[src/rtl/fetch_decode_unit_if.sv]
// fetch_decode_unit_if: instruction ROM and data memory read bus
// master (core): drives rom_addr/mem_addr, receives rom_data/mem_data
// slave (memories): returns combinational read data for the presented addresses
interface fetch_decode_unit_if #(parameter int PC_W = 4, parameter int OPR_W = 5);
    logic [PC_W-1:0]  rom_addr;
    logic [7:0]       rom_data;
    logic [OPR_W-1:0] mem_addr;
    logic [7:0]       mem_data;
    modport master(output rom_addr, mem_addr, input rom_data, mem_data);
    modport slave(input rom_addr, mem_addr, output rom_data, mem_data);
endinterface

[src/rtl/fetch_decode_unit.sv]
// fetch_decode_unit: 3-state fetch/decode/execute core with 8-bit accumulator
// clk/rst: clock, sync active-high reset; en: run enable (freeze when low)
// bus: ROM and data memory read bus; acc/pc/ir/zero/carry/state/instr_done: registered status
module fetch_decode_unit #(parameter int PC_W = 4, parameter int OPR_W = 5) (
    input  logic                clk,
    input  logic                rst,
    input  logic                en,
    fetch_decode_unit_if.master bus,
    output logic [7:0]          acc,
    output logic [PC_W-1:0]     pc,
    output logic [7:0]          ir,
    output logic                zero,
    output logic                carry,
    output logic [1:0]          state,
    output logic                instr_done
);
    typedef enum logic [1:0] {FETCH = 2'd0, DECODE = 2'd1, EXECUTE = 2'd2} state_t;
    state_t st, st_nx;
    logic [7:0] opr, res;
    logic [8:0] sum, diff;
    logic       cy;
    logic [2:0] op;
    assign op           = ir[7:5];
    assign bus.rom_addr = pc;
    assign bus.mem_addr = ir[OPR_W-1:0];
    assign state        = st;
    always_ff @(posedge clk)
        st <= rst ? FETCH : st_nx;
    always_comb begin
        st_nx = st;
        if (en) st_nx = st == FETCH ? DECODE : st == DECODE ? EXECUTE : FETCH;
    end
    // zero-extended subtract leaves the unsigned borrow in bit 8
    always_comb begin
        sum  = {1'b0, acc} + {1'b0, opr};
        diff = {1'b0, acc} - {1'b0, opr};
        res  = op == 3'd0 ? sum[7:0] : op == 3'd1 ? diff[7:0] : op == 3'd2 ? acc & opr :
               op == 3'd3 ? acc | opr : op == 3'd4 ? ~acc : op == 3'd5 ? acc ^ opr : opr;
        cy   = op == 3'd0 ? sum[8] : op == 3'd1 ? diff[8] : 1'b0;
    end
    always_ff @(posedge clk) begin
        if (rst) begin
            acc        <= '0;
            pc         <= '0;
            ir         <= '0;
            opr        <= '0;
            zero       <= 1'b0;
            carry      <= 1'b0;
            instr_done <= 1'b0;
        end else begin
            instr_done <= en && st == EXECUTE;
            if (en) begin
                case (st)
                    FETCH: begin
                        ir <= bus.rom_data;
                        pc <= pc + 1'b1;
                    end
                    DECODE: opr <= bus.mem_data;
                    EXECUTE: begin
                        if (op == 3'd7) pc <= ir[PC_W-1:0];
                        else begin
                            acc   <= res;
                            carry <= cy;
                            zero  <= res == 8'd0;
                        end
                    end
                    default: ;
                endcase
            end
        end
    end
endmodule

[src/flat_wrapper.sv]
// flat-port wrapper written by rule: the top's interface ports become plain ports
module fetch_decode_unit_flat 
#(parameter int PC_W = 4, parameter int OPR_W = 5)
  (clk, rst, en, acc, pc, ir, zero, carry, state, instr_done, bus_rom_addr, bus_mem_addr, bus_rom_data, bus_mem_data);
  fetch_decode_unit_if #(.PC_W(PC_W), .OPR_W(OPR_W)) bus_i ();
  input  logic clk;
  input  logic rst;
  input  logic en;
  output logic [7:0] acc;
  output logic [PC_W-1:0] pc;
  output logic [7:0] ir;
  output logic zero;
  output logic carry;
  output logic [1:0] state;
  output logic instr_done;
  output wire logic [$bits(bus_i.rom_addr)-1:0] bus_rom_addr;
  output wire logic [$bits(bus_i.mem_addr)-1:0] bus_mem_addr;
  input wire logic [$bits(bus_i.rom_data)-1:0] bus_rom_data;
  input wire logic [$bits(bus_i.mem_data)-1:0] bus_mem_data;
  assign bus_rom_addr = bus_i.rom_addr;
  assign bus_mem_addr = bus_i.mem_addr;
  assign bus_i.rom_data = bus_rom_data;
  assign bus_i.mem_data = bus_mem_data;
  fetch_decode_unit #(.PC_W(PC_W), .OPR_W(OPR_W)) u_core (.clk(clk), .rst(rst), .en(en), .bus(bus_i), .acc(acc), .pc(pc), .ir(ir), .zero(zero), .carry(carry), .state(state), .instr_done(instr_done));
endmodule
[config.mk]
export PLATFORM = sky130hd
export DESIGN_NAME = fetch_decode_unit_flat
export DESIGN_NICKNAME = d
export VERILOG_FILES = /design/src/rtl/fetch_decode_unit_if.sv /design/src/rtl/fetch_decode_unit.sv /design/src/flat_wrapper.sv
export SDC_FILE = /design/constraint.sdc
export NUM_CORES = 1
export LEC_CHECK = 0
export ABC_AREA = 1
export BUFFER_PORTS_ARGS = -buffer_cell sky130_fd_sc_hd__buf_2
export CAP_MARGIN = 20
export CORE_UTILIZATION = 62
export CTS_BUF_LIST = sky130_fd_sc_hd__clkbuf_8
export CTS_CLUSTER_DIAMETER = 50
export CTS_CLUSTER_SIZE = 25
export DETAILED_ROUTE_END_ITERATION = 7
export PLACE_DENSITY = 0.88
export SYNTH_ARGS = -nofsm -noshare
export SYNTH_HDL_FRONTEND = slang
export SYNTH_SLANG_ARGS = --single-unit
[constraint.sdc]
create_clock -name clk -period 4 [get_ports clk]
set_clock_uncertainty 0.15 [all_clocks]
set_input_delay 1 -clock clk [delete_from_list [all_inputs] [get_ports clk]]
set_output_delay 1 -clock clk [all_outputs]
set_load 0.05 [all_outputs]
# Word-level counts from Yosys, hierarchy flattened
# Cells that the tools add are included.
dict set report word_totals {
  out_inout_bits 34
  inputBits 19
  reg_bits 33
}
dict set report classes {
  n_reduce_logical 9
  muxes 12
  eq_ne 9
  n_addsub 3
  n_bitwise 5
}
# cell n
set op_table {}
lappend op_table {{8-bit 2-to-1 mux} 6}
lappend op_table {{8-bit by 8-bit adder with 9-bit output} 1}
lappend op_table {{3-bit == test (second input constant)} 3}
lappend op_table {{8-bit by 8-bit subtractor with 9-bit output} 1}
lappend op_table {{8-bit AND} 1}
lappend op_table {{8-bit zero test} 1}
lappend op_table {{8-bit NOT} 1}
lappend op_table {{8-bit bitwise OR} 1}
lappend op_table {{4-bit case mux with 2 select lines} 1}
lappend op_table {{8-bit XOR} 1}
lappend op_table {{3-bit by 2-bit == test with 1-bit output (second input constant)} 2}
lappend op_table {{3-bit AND reduction} 2}
lappend op_table {{4-bit by 1-bit adder with 4-bit output (second input constant)} 1}
lappend op_table {{2-bit 2-to-1 mux} 2}
lappend op_table {{4-bit 2-to-1 mux} 1}
lappend op_table {{2-bit AND reduction} 2}
lappend op_table {{3-bit by 1-bit == test with 1-bit output (second input constant)} 1}
lappend op_table {{3-bit zero test} 1}
lappend op_table {{2-bit by 1-bit == test with 1-bit output (second input constant)} 1}
lappend op_table {{2-bit == test (second input constant)} 1}
lappend op_table {{2-bit zero test} 1}
lappend op_table {{1-bit 2-to-1 mux} 2}
lappend op_table {{2-bit != test (second input constant)} 1}
lappend op_table {{2-bit nonzero test} 1}
lappend op_table {{other kinds (2)} 2}

# Depth between registers and ports, before layout
# Gate-level depths: netlist of run 1.
dict set report logic_depth {
  depth_word 8
  depth_mapped 18
}

# Worst setup path before layout of run 1
# OpenSTA, ideal clock, no wires.
dict set report synth_path {
  path_type {reg2reg}
  startpoint {register u_core.acc[2]}
  endpoint {register u_core.zero}
  path_stages_with_launch 16
  setup_time_ps 67
  n_path_buf 1
  t_arrival_ps 2287
  t_required_ps 3783
  slack_ps 1496
  synth_period_minus_slack_ps 2504
  cell_sequence {dfxtp_1 -> inv_1 -> ha_1 -> buf_2 -> inv_1 -> a21oi_1 -> nand2_1 -> a21oi_1 -> inv_1 -> nand2_1 -> nand3_1 -> nand3_1 -> nand2_1 -> nor2_1 -> nand3_1 -> a21oi_2}
}
dict set report synth_via {
  elab_chain_len 8
  elab_cells_between_ends 13
}
# element line_no
set synth_lines {}
lappend synth_lines {{from (decl)} fetch_decode_unit.sv:9} ;# output logic [7:0] acc,
lappend synth_lines {{from (signal assigned)} fetch_decode_unit.sv:62} ;# acc <= res;
lappend synth_lines {{branches (longest 6 deep; another with 8-bit by 8-bit subtractor with 9-bit output)} --}
lappend synth_lines {{8-bit 2-to-1 mux (*)} fetch_decode_unit.sv:37} ;# res = op == 3'd0 ? sum[7:0] : op == 3'd1 ? diff[7:0] : op == 3'd2 ? acc & opr :
lappend synth_lines {{8-bit zero test (*)} fetch_decode_unit.sv:64} ;# zero <= res == 8'd0;
lappend synth_lines {{to (signal assigned)} fetch_decode_unit.sv:47} ;# zero <= 1'b0;
lappend synth_lines {{to (signal assigned)} fetch_decode_unit.sv:64}
lappend synth_lines {{to (decl)} fetch_decode_unit.sv:12} ;# output logic zero,
# Every way passes the cells marked *.
# A chain may end at the register's enable or synchronous reset.

# Worst setup path in the final report of run 1
# Same ends and word-level chain as after synthesis.

==> reports/summary.json, run 1 <==
{
  "status": "complete, no violations",
  "cts.root.buffer_cell": "clkbuf_8",
  "slew_viol_final": 0,
  "worst-endpoint-arrival_ps": 2770,
  "cp_top_family": "simple AND/OR/NAND/NOR gates",
  "syn_avg_cell_area_um2": 6.46,
  "finalSetupTns_ps": 0,
  "max_cap_viols": 0,
  "die_area_um2": 4700,
  "grt_use_total": 0.366,
  "h-tree-depth": 2,
  "post_route_cells_drive_above_1_share": 0.160,
  "power-per-cell-area_nw_per_um2": 353,
  "muxShareOfSynthArea": 0,
  "total_half_perimeter_wirelength_after_legalization_and_detailed_placement_mm": 5.78,
  "layout-area-overhead-vs-synth_pct": 11.3,
  "pin_count": 53,
  "synth_cells": 425,
  "worstSetupEndpoint": "u_core.zero",
  "worst-path-max-fanout": 9,
  "dominant_combinational_cell_family_by_area_after_synthesis": "simple AND/OR/NAND/NOR gates",
  "nets": 507,
  "tritoncts": "done",
  "preCtsSetupSlack_ps": 1360,
  "core_um2": 4120,
  "grt_first_pass_wirelength_mm": 12.5,
  "timing.final.crit_period_ps": 2700,
  "drtAntennaViolNets": 0,
  "synthFlopType": "dfxtp_1",
  "critPathBufInv": 3,
  "max_slew_margin": 0.535,
  "routed_wl_mm": 8.02,
  "number_of_buffers_inserted_by_port_buffering": 52,
  "final-setup-viol-count": 0,
  "worst_path_max_delay_cell": "ha_1",
  "r2r_cells": 14,
  "topRoutingLayerUsed": "met4",
  "synthArstFlopShare": 0,
  "syn_nets": 471,
  "yosys.area.top_type": "dfxtp_1",
  "power.ir.vdd_worst_uv": 288,
  "synth-seq-cells": 33,
  "yosys-top-cells-count": "92 x nand2_1, 58 x inv_1, 43 x a21oi_1, 34 x nand3_1",
  "leakage_nw": 1.56,
  "ys_seq_area_frac": 0.241,
  "hold_buffers": 0,
  "setup.reg_to_reg.worst_slack_ps": 1300,
  "routed-wl-met2_mm": 3.71,
  "number_of_antenna_violations_at_the_first_check_in_global_routing": 0,
  "largest_net_degree_at_the_start_of_global_routing": 26,
  "routedWlPerCell_um": 15.7,
  "cells_along_the_critical_path": "inv_1 -> ha_1 -> inv_1 -> a21oi_1 -> nand2_1 -> a21oi_1 -> inv_1 -> nand2_1 -> nand3_1 -> nand3_1 -> nand2_1 -> nor2_1 -> nand3_1 -> a21oi_2",
  "num_antenna_cells": 0,
  "start_util": 0.667,
  "die_y_um": 68.5,
  "first_global_vias": 2652,
  "detailedRoute.firstPassIterationCount": 5,
  "clk_path_buf_depth": 2,
  "synth-simple-area-share": 0.289,
  "grt_overflow": 0,
  "timing.final.crit_share": 0.676,
  "number_of_enable_flip_flop_cells_after_synthesis": 0,
  "timing_worst_slew_pin_value_ps": 696,
  "die_x_extent_um": 68.5,
  "cp-end-kind": "flip-flop",
  "clock_insertion_delay_worst_skew_ps": 290,
  "yosys.area_share.xor_xnor": 0.0223,
  "vias": 2984,
  "drc": 0,
  "clkTransAtPathRegs_ps": 70,
  "crit_path_start_kind": "flip-flop",
  "maxClockFrequency_mhz": 370,
  "holdCritPathClass": "flip-flop to flip-flop",
  "globalplace.congestion": 0.965,
  "length_of_routed_wiring_on_met1_mm": 3.30,
  "rsz_0062_raised_after_global_routing": "false",
  "cts_num_sinks": 33,
  "yosys_warnings": 0,
  "vias_per_cell": 5.83,
  "most_instantiated_library_cell_after_synthesis": "nand2_1",
  "timing.critical_path.depth": 14,
  "synthAdderAreaFrac": 0.129,
  "hold_viol_final": 0,
  "mappedNetlistArea_um2": 2750,
  "rr_endpoint": "u_core.zero",
  "timing.hold.worst_path_depth": 2,
  "yosysTopAreaCellShare": 0.241,
  "synth-compound-area-share": 0.182,
  "core.rowCount": 23,
  "post_cts_resized": 0,
  "drt_first_iter_violations": 334,
  "synth.lib_cells_used.distinct": 33,
  "critPathRequiredTime_ps": 4070,
  "cts_setup_buffers": 0,
  "wl_met3_um": 735,
  "crit_start": "u_core.acc[2]",
  "area_contributors_post_synth": "dfxtp_1 24%, nand2_1 13%, ha_1 11%, inv_1 7.9%, a21oi_1 7.8%",
  "worst_r2r_startpoint": "u_core.acc[2]",
  "finalWorstSetupSlack_ps": 1300,
  "critPathMaxStageDelay_ps": 500,
  "timing.setup.critical_path_class": "flip-flop to flip-flop",
  "tritoncts.num_buffers": 5
}
[power by group]
group / leakage (nW) / internal [W] / switching (W) / total, W
clock: 0.0626 / 0.000201 / 0.000128 / 0.000328
sequential: 0.270 / 0.000348 / 0.0000282 / 0.000376
combinational: 1.23 / 0.000105 / 0.000268 / 0.000372
total: 1.56 / 0.000653 / 0.000423 / 0.00108
[metal layers]
| layer | vias up | GRT usage |
|---|---|---|
| met4 | 0 | 0.154 |
| met3 | 33 | 0.0609 |
| met1 | 1355 | 0.458 |
| met5 | - | 0 |
| met2 | 155 | 0.616 |
| li1 | 1441 | - |
[logic make-up after synthesis]
kind of cell,Yosys count
fa+ha+maj,27
buf+inv,87
compound gates,92
xor+xnor,7
simple gates,179
flops,33
[worst min path at each step]
stage                       start                     end  slack [ps]
finish               u_core.ir[1]  u_core.bus.rom_addr[1]         370
floorplan           u_core.opr[3]           u_core.opr[3]         340
CTS                   u_core.zero             u_core.zero         360
detailed placement   u_core.carry            u_core.carry         340
global route          u_core.zero             u_core.zero         380
global placement     u_core.carry            u_core.carry         350
[worst register-to-register path: cells and delay by family, from the launching register on]
kind	cells	cell delay [ps]
and+or+nand+nor	7	700
AOI/OAI and AO/OA	3	570
adders and majority gates	1	500
DFF	1	380
buffers and inverters	3	340
[placed cells by master (no fill, tap or decap), types with 2 or more instances in the layout]
cell	netlist	routed
ha_1	25	25
clkbuf_8	0	6
buf_2	5	52
fa_1	2	2
nand2_2	2	2
xor2_1	5	5
nand2_1	92	92
nand3_1	34	34
nand4_1	10	10
xnor2_1	2	2
nor2_1	33	33
o211ai_1	6	6
o21ai_0	33	33
inv_1	58	59
buf_4	12	2
or2_2	2	2
a21oi_1	43	43
inv_2	3	3
a31oi_1	4	4
dfxtp_1	33	33
[state kept, by name, summed over array words and instances, names as in the netlist]
name and flops:
u_core.state 2, u_core.ir 8, u_core.zero 1, u_core.opr 8, u_core.instr_done 1, u_core.acc 8
u_core.carry 1, u_core.bus.rom_addr 4
[layout make-up]
cell class,count,area (um2)
multi-input combinational,305,1710
fill,370,1060
sequential,33,661
timing repair buffer,54,275
inverter,62,233
clock buffer,6,82.6
tap,50,62.6
clock inverter,2,33.8
[through the flow]
stage / util / instance area [um2] / power (W) / instances / hold slack [ps]
after floorplan: - / 2750 / 0.000667 / 425 / 337
after global placement: 0.714 / 2940 / 0.000737 / 504 / 347
after detailed placement: 0.714 / 2940 / 0.000742 / 504 / 338
after CTS: 0.742 / 3050 / 0.00107 / 512 / 359
after global routing: 0.742 / 3050 / 0.00113 / 512 / 379
final: 0.742 / 3050 / 0.00108 / 512 / 367
Note: power is estimated with default switching activity, not from simulation.
==> inputs of run 2 (changes only) <==
Settings changed: CORE_UTILIZATION 62 to 58, PLACE_DENSITY 0.88 to 0.83.
Clock period 4 ns to 2.7 ns, I/O delays scaled along.
==> run 2 against run 1 <==
Total power grew 39%. First-iteration DRC count grew 2.1%. Core utilization shrank 4.7 points. Combinational power grew 55%.
==> reports/summary.json, run 2 (synthesized netlist as in run 1, its figures left out) <==
{
  "max_slew_margin": 0.559,
  "grt_first_pass_wirelength_mm": 12.8,
  "vias": 2963,
  "routedWlPerCell_um": 14.9,
  "die_x_extent_um": 70.8,
  "power.ir.vdd_worst_uv": 342,
  "core.rowCount": 24,
  "largest_net_degree_at_the_start_of_global_routing": 26,
  "drc": 0,
  "most-common-layout-cells": "92 x nand2_1, 59 x inv_1, 52 x buf_2, 43 x a21oi_1, 34 x nand3_1",
  "crit_path_start_kind": "flip-flop",
  "holdCritPathClass": "flip-flop to flip-flop",
  "worst_path_max_delay_cell": "fa_1",
  "cts_num_sinks": 33,
  "top_regs": "u_core.acc x8, u_core.ir x8, u_core.opr x8",
  "final_cells": 521,
  "placed_cells": 514,
  "worst-endpoint-arrival_ps": 2480,
  "globalplace.congestion": 0.983,
  "total_half_perimeter_wirelength_after_legalization_and_detailed_placement_mm": 5.93,
  "core_um2": 4440,
  "cts_setup_buffers": 0,
  "max_cap_viols": 0,
  "slew_viol_final": 0,
  "grt_overflow": 0,
  "timing.final.crit_period_ps": 2400,
  "final-setup-viol-count": 0,
  "number_of_buffers_inserted_by_port_buffering": 52,
  "nets": 515,
  "critPathRequiredTime_ps": 2780,
  "post_route_cells_drive_above_1_share": 0.175,
  "rsz_0062_raised_after_global_routing": "false",
  "maxClockFrequency_mhz": 417,
  "vias_per_cell": 5.69,
  "pin_count": 53,
  "drtAntennaViolNets": 0,
  "clkTransAtPathRegs_ps": 70,
  "n_fill_cell": 410,
  "clk_path_buf_depth": 2,
  "timing.setup.critical_path_class": "flip-flop to flip-flop",
  "multi_input_area_um2": 1710,
  "cp-end-kind": "flip-flop",
  "crit_path_frequent_cell": "nand2_1",
  "layout.cells.most_common": "nand2_1",
  "grt_use_total": 0.325,
  "hold_viol_final": 0,
  "die_y_um": 70.8,
  "first_global_vias": 2663,
  "area.sequential_um2": 661,
  "power-per-cell-area_nw_per_um2": 486,
  "status": "complete, no violations",
  "die_area_um2": 5010,
  "routed_wl_mm": 7.78,
  "num_antenna_cells": 0,
  "number_of_antenna_violations_at_the_first_check_in_global_routing": 0,
  "drt_first_iter_violations": 341,
  "tritoncts": "done",
  "finalSetupTns_ps": 0,
  "start_util": 0.618,
  "timing.final.crit_share": 0.888,
  "layout-area-overhead-vs-synth_pct": 12.5,
  "leakage_nw": 1.59,
  "detailedRoute.firstPassIterationCount": 5,
  "timing_worst_slew_pin_value_ps": 662,
  "cts.root.buffer_cell": "clkbuf_8",
  "cells_along_the_critical_path": "inv_1 -> ha_1 -> fa_1 -> inv_1 -> nand3_1 -> nand2_1 -> nand2_1 -> nand3_1 -> nand2_1 -> inv_1 -> nand2_1 -> nand2_1 -> nand2_1 -> nor2_1 -> nand3_1 -> a21oi_2",
  "worst-path-max-fanout": 4,
  "critPathMaxStageDelay_ps": 430,
  "clock_insertion_delay_worst_skew_ps": 290,
  "h-tree-depth": 2,
  "tritoncts.num_buffers": 5
}
-- run 2: cell types whose count changed in the layout (fill, tap and decap cells not counted), sizes merged --
cell / before / now
buf: 54 / 62
bufinv: 1 / 0
-- run 2: per-stage QoR --
stage	setup slack [ps]	total power [W]	util	hold WS [ps]	cell area [um2]
after global placement	403	0.00111	0.675	330	3000
final	303	0.00150	0.695	356	3090
after global routing	80.0	0.00158	0.695	354	3090
after CTS	329	0.00149	0.695	348	3090
after floorplan	196	0.000988	-	337	2750
after detailed placement	353	0.00112	0.675	332	3000
-- run 2: final cells by class --
type	count	area share
Clock inverter	1	0.00122
Timing Repair Buffer	62	0.109
Inverter	62	0.0753
Sequential cell	33	0.214
Multi-Input combinational cell	305	0.553
Clock buffer	6	0.0267
Tap cell	52	0.0211
-- run 2: per-layer routing --
layer  share of wire  up-vias  global-route usage
met5               0        -                   0
met1            0.43     1323               0.431
met2            0.46      173               0.534
li1                -     1453                   -
met3           0.094       14              0.0684
met4           0.016        0              0.0978
-- run 2: final timing paths --
| kind | slack, ps | endpoint | cells past startpoint | from |
|---|---|---|---|---|
| max | 300 | u_core.zero | 16 | u_core.acc[0] |
| min | 360 | u_core.zero | 2 | u_core.zero |
| max reg2reg | 300 | u_core.zero | 16 | u_core.acc[0] |
| min reg2reg | 360 | u_core.zero | 2 | u_core.zero |
-- run 2: worst max-delay path, delay by kind of cell, from the launching register on --
family	cells	cell delay, ps
AND/OR/NAND/NOR	10	780
AO/OA/AOI/OAI	1	120
adder cells (fa/ha/maj)	2	700
flip-flops	1	350
buffers and inverters	3	230
-- run 2: repair_timing --
| action | CTS | global route |
|---|---|---|
| hold buffers | 0 | 0 |
| resized for setup | 0 | 1 |
| endpoints found under the setup margin | 0 | 1 |
-- run 2: where the power goes --
group / total, W / internal, W / switching [W]
sequential: 0.000547 / 0.000516 / 0.0000307
clock: 0.000379 / 0.000198 / 0.000181
combinational: 0.000575 / 0.000169 / 0.000407
total: 0.00150 / 0.000883 / 0.000618
==> inputs of run 3 (changes only) <==
==> constraint.sdc (replaced) <==
create_clock -name clk -period 2.7 [get_ports clk]
set_clock_uncertainty 0.15 [all_clocks]
set_input_delay 0.27 -clock clk [delete_from_list [all_inputs] [get_ports clk]]
set_output_delay 0.27 -clock clk [all_outputs]
set_load 0.05 [all_outputs]
==> run 3 against run 2 <==
Cell count fell by 0.58%. Die area did not move. Global-route usage rose by 0.20 points. Core utilization rose by 0.23 points. Setup slack got worse by 66 ps. Final area rose by 0.32%. Highest routed layer unchanged.
==> reports/summary.json, run 3 (synthesized netlist as in run 1, its figures left out) <==
{
  "die_y_um": 70.8,
  "hp-start": "bus_rom_data[0]",
  "max_cap_viols": 0,
  "worst_r2r_startpoint": "u_core.acc[4]",
  "worst-path-max-fanout": 8,
  "routed_wl_mm": 7.84,
  "post_route_cells_drive_above_1_share": 0.170,
  "core_um2": 4440,
  "final_cells": 518,
  "post_route_utilization": 0.697,
  "core.rowCount": 24,
  "number_of_buffers_inserted_by_port_buffering": 52,
  "top_regs": "u_core.acc x8, u_core.ir x8, u_core.opr x8",
  "globalplace.congestion": 1.03,
  "status": "complete, no violations",
  "critPathRequiredTime_ps": 2780,
  "setup.reg_to_reg.worst_slack_ps": 240,
  "timing.final.crit_period_ps": 2460,
  "h-tree-depth": 2,
  "finalSetupTns_ps": 0,
  "clkTransAtPathRegs_ps": 70,
  "hold_viol_final": 0,
  "drtAntennaViolNets": 0,
  "cts.root.buffer_cell": "clkbuf_8",
  "most-common-layout-cells": "92 x nand2_1, 59 x inv_1, 52 x buf_2, 43 x a21oi_1, 34 x nand3_1",
  "num_antenna_cells": 0,
  "grt_first_pass_wirelength_mm": 12.9,
  "die_x_extent_um": 70.8,
  "tritoncts.num_buffers": 5,
  "finalWorstSetupSlack_ps": 237,
  "timing.final.crit_share": 0.912,
  "die_area_um2": 5010,
  "grt_use_total": 0.327,
  "slew_viol_final": 0,
  "nets": 511,
  "pin_count": 53,
  "layout.cells.most_common": "nand2_1",
  "cts_setup_buffers": 0,
  "power-per-cell-area_nw_per_um2": 521,
  "timing_worst_slew_pin_value_ps": 662,
  "crit_path_start_kind": "flip-flop",
  "routedWlPerCell_um": 15.1,
  "worst-endpoint-arrival_ps": 2540,
  "vias_per_cell": 5.82,
  "layout-area-overhead-vs-synth_pct": 12.9,
  "first_global_vias": 2729,
  "n_fill_cell": 397,
  "tritoncts": "done",
  "placed_cells": 510,
  "drc": 0,
  "leakage_nw": 1.59,
  "clock_insertion_delay_worst_skew_ps": 300,
  "cp-end-kind": "flip-flop",
  "drt_first_iter_violations": 400,
  "holdCritPathClass": "primary input to flip-flop",
  "total_half_perimeter_wirelength_after_legalization_and_detailed_placement_mm": 5.72,
  "timing.hold.worst_endpoint": "u_core.ir[0]",
  "rr_endpoint": "u_core.zero",
  "preCtsSetupSlack_ps": 199,
  "r2r_cells": 12,
  "timing.setup.critical_path_class": "flip-flop to flip-flop",
  "largest_net_degree_at_the_start_of_global_routing": 26,
  "clk_path_buf_depth": 2,
  "cts_num_sinks": 33,
  "start_util": 0.618,
  "final-setup-viol-count": 0,
  "power.ir.vdd_worst_uv": 356,
  "hold_buffers": 0,
  "grt_overflow": 0,
  "vias": 3014,
  "timing.hold.worst_path_depth": 3,
  "detailedRoute.firstPassIterationCount": 6,
  "max_slew_margin": 0.558,
  "number_of_antenna_violations_at_the_first_check_in_global_routing": 0,
  "rsz_0062_raised_after_global_routing": "false",
  "maxClockFrequency_mhz": 406
}
==> run 3: cell type report <==
| cell class | instances | area [um2] | share of cell area |
|---|---|---|---|
| multi-input combinational | 305 | 1720 | 0.555 |
| sequential | 33 | 661 | 0.213 |
| timing repair buffer | 58 | 305 | 0.0985 |
| inverter | 62 | 233 | 0.0751 |
| clock buffer | 6 | 82.6 | 0.0266 |
| tap | 52 | 65.1 | 0.0210 |
| clock inverter | 2 | 33.8 | 0.0109 |
==> run 3: how the worst max path moves through the flow <==
stage                             start     endpoint  slack (ps)  cells past startpoint
after floorplan           u_core.acc[2]  u_core.zero         200                     15
after global placement    u_core.acc[2]  u_core.zero         310                     14
after detailed placement  u_core.acc[2]  u_core.zero         200                     14
after CTS                 u_core.acc[2]  u_core.zero         170                     14
after global routing      u_core.acc[2]  u_core.zero         110                     14
final                     u_core.acc[4]  u_core.zero         240                     12
==> run 3: what timing repair did <==
item / CTS / global route
resized for setup: 0 / 2
endpoints found under the setup margin: 0 / 3
hold endpoints to repair: 0 / 0
==> run 3: through the flow <==
| stage | hold WS (ps) | instance area [um2] | power [W] |
|---|---|---|---|
| after floorplan | 234 | 2750 | 0.000988 |
| after global placement | 320 | 2970 | 0.00111 |
| after detailed placement | 329 | 2970 | 0.00111 |
| after CTS | 41.6 | 3090 | 0.00160 |
| after global routing | 63.4 | 3100 | 0.00169 |
| final | 45.9 | 3100 | 0.00161 |
==> run 3: metal layers <==
layer	vias up	track usage	wire, um
met5	-	0	0
li1	1449	-	-
met3	26	0.0812	772
met4	0	0.116	228
met1	1329	0.427	3290
met2	210	0.528	3550
==> run 3: where the power goes <==
part / internal (W) / leakage (nW) / switching, W
Sequential: 0.000516 / 0.270 / 0.0000351
Clock: 0.000297 / 0.0626 / 0.000199
Combinational: 0.000165 / 1.25 / 0.000402
==> run 3: critical path: stages (launching register included) <==
cell     delay [ps]
dfxtp_1         450
inv_1            80
ha_1            460
inv_1           140
o21ai_0         280
nor2_1           80
o21ai_0         130
xor2_1          100
nand2_1          70
nand2_1          90
nor2_1          130
nand3_1         100
a21oi_2         120
